File: config.mk
export PLATFORM = sky130hd
export DESIGN_NAME = adder_arbiter
export DESIGN_NICKNAME = d
export VERILOG_FILES = /design/src/rtl/adder_arbiter.sv
export SDC_FILE = /design/constraint.sdc
export NUM_CORES = 1
export LEC_CHECK = 0
export CAP_MARGIN = 20
export CORE_ASPECT_RATIO = 1.75
export CORE_UTILIZATION = 45
export CTS_CLUSTER_SIZE = 28
export DETAILED_ROUTE_END_ITERATION = 7
export PLACE_DENSITY = 0.81
export SLEW_MARGIN = 20
export SYNTH_ARGS = -nofsm -noshare
export SYNTH_HDL_FRONTEND = slang
export SYNTH_SLANG_ARGS = --single-unit
File: constraint.sdc
create_clock -name clk -period 3.65 [get_ports clk]
set_input_delay 0.9125 -clock clk [delete_from_list [all_inputs] [get_ports clk]]
set_output_delay 0.9125 -clock clk [all_outputs]
set_load 0.01 [all_outputs]
File: src/rtl/adder_arbiter.sv
// Round-robin front end that shares one adder_wrapper among NREQ requesters and
// routes each result back to its owner. Optional watchdog: ADDER_ARB_TIMEOUT_EN.
module adder_arbiter #(
    parameter int unsigned NREQ    = 4,
    parameter int unsigned DWIDTH  = 8,
    parameter int unsigned IDW     = 2,
    parameter int unsigned MAX_OUT = 4,
    parameter int unsigned TIMEOUT = 64
) (
    input  logic                   clk,
    input  logic                   rst,
    input  logic [NREQ-1:0]        req_valid,
    input  logic [NREQ*DWIDTH-1:0] req_in1,
    input  logic [NREQ*DWIDTH-1:0] req_in2,
    output logic [NREQ-1:0]        req_ready,
    output logic                   rsp_valid,
    output logic [IDW-1:0]         rsp_id,
    output logic [DWIDTH-1:0]      rsp_sum,
    output logic                   rsp_carry,
    output logic [DWIDTH-1:0]      add_in1,
    output logic [DWIDTH-1:0]      add_in2,
    output logic                   add_ivalid,
    input  logic [DWIDTH-1:0]      add_sum,
    input  logic                   add_carry,
    input  logic                   add_ovalid,
    input  logic                   add_busy,
    output logic                   err
);

    localparam int unsigned PW = (MAX_OUT > 1) ? $clog2(MAX_OUT) : 1;
    localparam int unsigned CW = $clog2(MAX_OUT + 1);

    // Round-robin pointer and issue registers
    logic [IDW-1:0]    ptr_q, ptr_d;
    logic [DWIDTH-1:0] add_in1_q, add_in2_q;
    logic              add_ivalid_q;

    // Owner-ID FIFO
    logic [IDW-1:0] id_mem_q [MAX_OUT];
    logic [PW-1:0]  wr_ptr_q, wr_ptr_d;
    logic [PW-1:0]  rd_ptr_q, rd_ptr_d;
    logic [CW-1:0]  count_q, count_d;

    // Response and error registers
    logic              rsp_valid_q;
    logic [IDW-1:0]    rsp_id_q;
    logic [DWIDTH-1:0] rsp_sum_q;
    logic              rsp_carry_q;
    logic              err_q, err_d;

    // Arbitration results
    logic              can_issue;
    logic              found;
    logic              grant;
    logic [IDW-1:0]    win;
    logic [NREQ-1:0]   win_oh;
    logic [DWIDTH-1:0] sel_in1, sel_in2;

    logic push, pop, spurious;
    logic flush;

    function automatic logic [PW-1:0] ptr_inc(input logic [PW-1:0] p);
        return (p == PW'(MAX_OUT - 1)) ? '0 : p + PW'(1);
    endfunction

    // Search ptr..NREQ-1 first, then wrap to 0..ptr-1.
    always_comb begin
        can_issue = !rst && !add_busy && !add_ivalid_q && (count_q < CW'(MAX_OUT));
        found     = 1'b0;
        win       = '0;
        win_oh    = '0;
        sel_in1   = '0;
        sel_in2   = '0;
        for (int i = 0; i < int'(NREQ); i++) begin
            if (!found && req_valid[i] && (IDW'(i) >= ptr_q)) begin
                found     = 1'b1;
                win       = IDW'(i);
                win_oh    = '0;
                win_oh[i] = 1'b1;
                sel_in1   = req_in1[i*DWIDTH +: DWIDTH];
                sel_in2   = req_in2[i*DWIDTH +: DWIDTH];
            end
        end
        for (int i = 0; i < int'(NREQ); i++) begin
            if (!found && req_valid[i]) begin
                found     = 1'b1;
                win       = IDW'(i);
                win_oh    = '0;
                win_oh[i] = 1'b1;
                sel_in1   = req_in1[i*DWIDTH +: DWIDTH];
                sel_in2   = req_in2[i*DWIDTH +: DWIDTH];
            end
        end
        grant     = can_issue && found;
        req_ready = grant ? win_oh : '0;
        ptr_d     = ptr_q;
        if (grant) begin
            ptr_d = (win == IDW'(NREQ - 1)) ? '0 : win + IDW'(1);
        end
    end

    assign push     = grant;
    assign pop      = add_ovalid && (count_q != '0);
    assign spurious = add_ovalid && (count_q == '0);

`ifdef ADDER_ARB_TIMEOUT_EN
    localparam int unsigned WW = $clog2(TIMEOUT + 1);

    logic [WW-1:0] wd_q, wd_d;

    // Counts only cycles that are waiting on an outstanding result.
    always_comb begin
        flush = 1'b0;
        wd_d  = wd_q;
        if (add_ovalid || (count_q == '0)) begin
            wd_d = '0;
        end else if (wd_q == WW'(TIMEOUT - 1)) begin
            flush = 1'b1;
            wd_d  = '0;
        end else begin
            wd_d = wd_q + WW'(1);
        end
    end

    always_ff @(posedge clk) begin
        if (rst) begin
            wd_q <= '0;
        end else begin
            wd_q <= wd_d;
        end
    end
`else
    logic unused_timeout;
    assign unused_timeout = ^TIMEOUT;
    assign flush          = 1'b0;
`endif

    always_comb begin
        wr_ptr_d = push ? ptr_inc(wr_ptr_q) : wr_ptr_q;
        rd_ptr_d = pop ? ptr_inc(rd_ptr_q) : rd_ptr_q;
        unique case ({push, pop})
            2'b10:   count_d = count_q + CW'(1);
            2'b01:   count_d = count_q - CW'(1);
            default: count_d = count_q;
        endcase
        // A flush keeps only an entry pushed in the same cycle.
        if (flush) begin
            rd_ptr_d = wr_ptr_q;
            count_d  = push ? CW'(1) : '0;
        end
        err_d = spurious || flush;
    end

    always_ff @(posedge clk) begin
        if (rst) begin
            ptr_q        <= '0;
            add_in1_q    <= '0;
            add_in2_q    <= '0;
            add_ivalid_q <= 1'b0;
            wr_ptr_q     <= '0;
            rd_ptr_q     <= '0;
            count_q      <= '0;
            rsp_valid_q  <= 1'b0;
            rsp_id_q     <= '0;
            rsp_sum_q    <= '0;
            rsp_carry_q  <= 1'b0;
            err_q        <= 1'b0;
            for (int i = 0; i < int'(MAX_OUT); i++) begin
                id_mem_q[i] <= '0;
            end
        end else begin
            ptr_q        <= ptr_d;
            add_ivalid_q <= grant;
            if (grant) begin
                add_in1_q <= sel_in1;
                add_in2_q <= sel_in2;
            end
            if (push) begin
                id_mem_q[wr_ptr_q] <= win;
            end
            wr_ptr_q    <= wr_ptr_d;
            rd_ptr_q    <= rd_ptr_d;
            count_q     <= count_d;
            rsp_valid_q <= pop;
            if (pop) begin
                rsp_id_q    <= id_mem_q[rd_ptr_q];
                rsp_sum_q   <= add_sum;
                rsp_carry_q <= add_carry;
            end
            err_q <= err_d;
        end
    end

    assign add_in1    = add_in1_q;
    assign add_in2    = add_in2_q;
    assign add_ivalid = add_ivalid_q;
    assign rsp_valid  = rsp_valid_q;
    assign rsp_id     = rsp_id_q;
    assign rsp_sum    = rsp_sum_q;
    assign rsp_carry  = rsp_carry_q;
    assign err        = err_q;

endmodule

==> reports/metrics.cfg <==
[layout]
fill_cells=524
nNetsFinal=578
drive_above_1_share_pct=11.7
diodes=0
layout.cells.non_filler=576
syn2layout_area_growth_pct=49.9
multiInputGateArea_mm2=0.00186
final_area_mm2=0.00456
regArea_mm2=0.00102

[logic_synthesis]
synth_warnings=0
synth_flop_cell=dfxtp_1
yosysMostFrequentCell=nand2_1
async_flop_share_pct=0
netlist_instances=374
seq_area_frac_synth_pct=33.6
syn_area_mm2=0.00304
ys_types=55
synthSimpleGateAreaFrac_pct=23.0
synth.top_cell.area_share_pct=25.7
yosys-top-cells-count=nand2_1, dfxtp_1, a21oi_1, nor2_1, clkbuf_1
syn-num-nets=459
synth-xor-area-share_pct=0.576
synthMuxAreaShare_pct=1.48
synth_edf_count=8
synth_area_per_cell_um2=8.14
synth_top_family_by_area=compound AO/OA/AOI/OAI gates
synth_top_cell_by_area=dfxtp_1
netlist_top_cells_area=dfxtp_1, edfxtp_1, nand2_1
ys_seq_elements=47
synth_adder_area_share_pct=1.89
synth_compound_area_share_pct=33.6

[floorplan]
die_w_um=64.2
placementRows=39
die_h_um=111
dieArea_mm2=0.00711
coreArea_mm2=0.00654
io-pin-count=115
initial_core_util_pct=46.5

[routing]
via_count=3609
drc=0
viasPerCell=6.27
postRouteAntennaNets=0
dr.pass1.iters=5
drtIter0Drc=245
wl_per_cell_um=18.1
routed_wl_um=10400

[critical_path]
rrSetupSlack_ns=1.35
cp-end-kind=output pin
cp_max_fo=17
r2r_cells=5
criticalPathCategory=in -> out
r2r-end=add_in1[4]$_SDFFE_PP0P_
startpoint_type=primary input
crit_arrival_ns=2.68
crit_required_ns=2.74
r2r_start=ptr_q[1]$_SDFFE_PP0P_

[clocking]
cts_buffers=5
post_cts.repair.setup_buffers=0
clk_pin_slew_worst_paths_ns=0.06
tritoncts=yes
clock-sinks=47
h-tree-depth=2
cts_hold_buf=0
clock-root-buffer=clkbuf_16
clk_path_buf_depth=2
clkLatencyLatePin_ns=0.29

[sta]
setup_viol=0
slew_violations=0
period_minus_slack_ns=3.59
slew-limit-headroom_pct=47.8
period_share_pct=98.4
hold_viol=0
setup_ws_ns=0.0601
finClkSkew_ns=0.00681
max_freq_ghz=0.279
finalSetupTns_ns=0
grt_setup_unrepaired=false
tightest_slew_ns=0.783

[pwr]
power_leakage_nw=1.78
total_power_w=0.00198
p_per_area_mw_per_mm2=434
ir_worst_vdd_v=0.000256

[worst_hold_path]
hp-class=reg -> reg
whs_endpoint=rsp_sum[6]$_SDFFE_PP0P_
whs_path_depth=2
hp-start=rsp_sum[6]$_SDFFE_PP0P_

[outcome]
status=complete, no violations

[place]
io_buffers=114
routabilityCongestion=0.908
hpwl_um=7600
placed_cell_area_mm2=0.00438
dp_slack_ns=-0.0522
post-place-cells=568

[global_routing]
grt_max_degree=31
grt_pass1_wl_um=16700
grt_overflow=0
track_usage_pct=29.8
grt_pass1_vias=3684
antenna_found_initial=0

[flow_run]
drv_cap=0

## where the power goes
| group | internal [W] | switching [W] | leakage (nW) |
|---|---|---|---|
| sequential | 0.000618 | 0.0000780 | 0.402 |
| clock | 0.000323 | 0.000209 | 0.0838 |
| combinational | 0.000389 | 0.000361 | 1.29 |
| total | 0.00133 | 0.000648 | 1.78 |
## how the worst max path moves through the flow
stage / from / end / slack, ns / cells after the start
6_report: add_busy / req_ready[0] / 0.06 / 5
3_5_place_dp: req_valid[2] / req_ready[2] / -0.05 / 7
3_3_place_gp: req_valid[1] / req_ready[1] / -0.04 / 6
4_1_cts: req_valid[1] / req_ready[0] / 0.02 / 7
2_1_floorplan: req_valid[1] / count_q[2]$_SDFFE_PP0P_ / 0.24 / 12
5_1_grt: add_busy / req_ready[0] / 0.006 / 5
## cells by family (layout without fill, tap and decap cells)
| kind of cell | after synthesis | after routing |
|---|---|---|
| xor+xnor | 2 | 2 |
| mux | 2 | 2 |
| buf+inv | 41 | 161 |
| flops | 47 | 47 |
| compound gates | 144 | 144 |
| simple gates | 134 | 134 |
| fa+ha+maj | 4 | 4 |
## critical path, cell delays in order
cell and delay (ns):
clkdlybuf4s50_1 0.44, nor4_4 0.30, buf_4 0.29, o211a_1 0.19, clkdlybuf4s50_1 0.54
## state kept, by name, summed over array words and instances, names as in the netlist
name        count
ptr_q           2
add_in1         8
id_mem_q        8
rd_ptr_q        2
err             1
add_ivalid      1
rsp_valid       1
rsp_id          2
add_in2         8
wr_ptr_q        2
rsp_sum         8
count_q         3
rsp_carry       1
## metrics by stage
stage          hold WS [ns]  utilization, %
2_1_floorplan         0.472               -
3_3_place_gp          0.442            66.9
3_5_place_dp          0.447            66.9
4_1_cts               0.456            69.5
5_1_grt               0.481            69.7
6_report              0.454            69.7
## placed cells by master (no fill, tap or decap), types with 12 or more instances in the layout
cell type / netlist / final
nor2_1: 26 / 23
buf_4: 2 / 32
nand2_1: 49 / 49
clkdlybuf4s50_1: 0 / 111
o22ai_1: 12 / 12
a21oi_1: 33 / 33
nand3_1: 12 / 12
dfxtp_1: 39 / 39
a21o_1: 12 / 12
## what timing repair did
item / in CTS / in global routing
hold endpoints to repair: 0 / 0
resized for setup: 3 / 6
setup endpoints to repair: 3 / 1
## metal layers
metal  GRT usage [%]  wire, um  part of all wire (%)  vias up
met5               0         0                     0        -
met4            16.7       395                   3.8        0
met3            4.42       822                   7.9       46
met2            53.9      5510                    53      248
met1            31.9      3680                    35     1669
li1                -         -                     -     1646
## final cells by class
type                    instances  share of cell area [%]
clock buffers                   5                    2.74
repair buffers                147                    30.5
well taps                      82                    2.25
flip-flops and latches         47                    22.4
clock inverters                 3                   0.960
multi-input cells             286                    40.7
inverters                       6                   0.494
No activity file was read; power rests on OpenSTA's default activity.
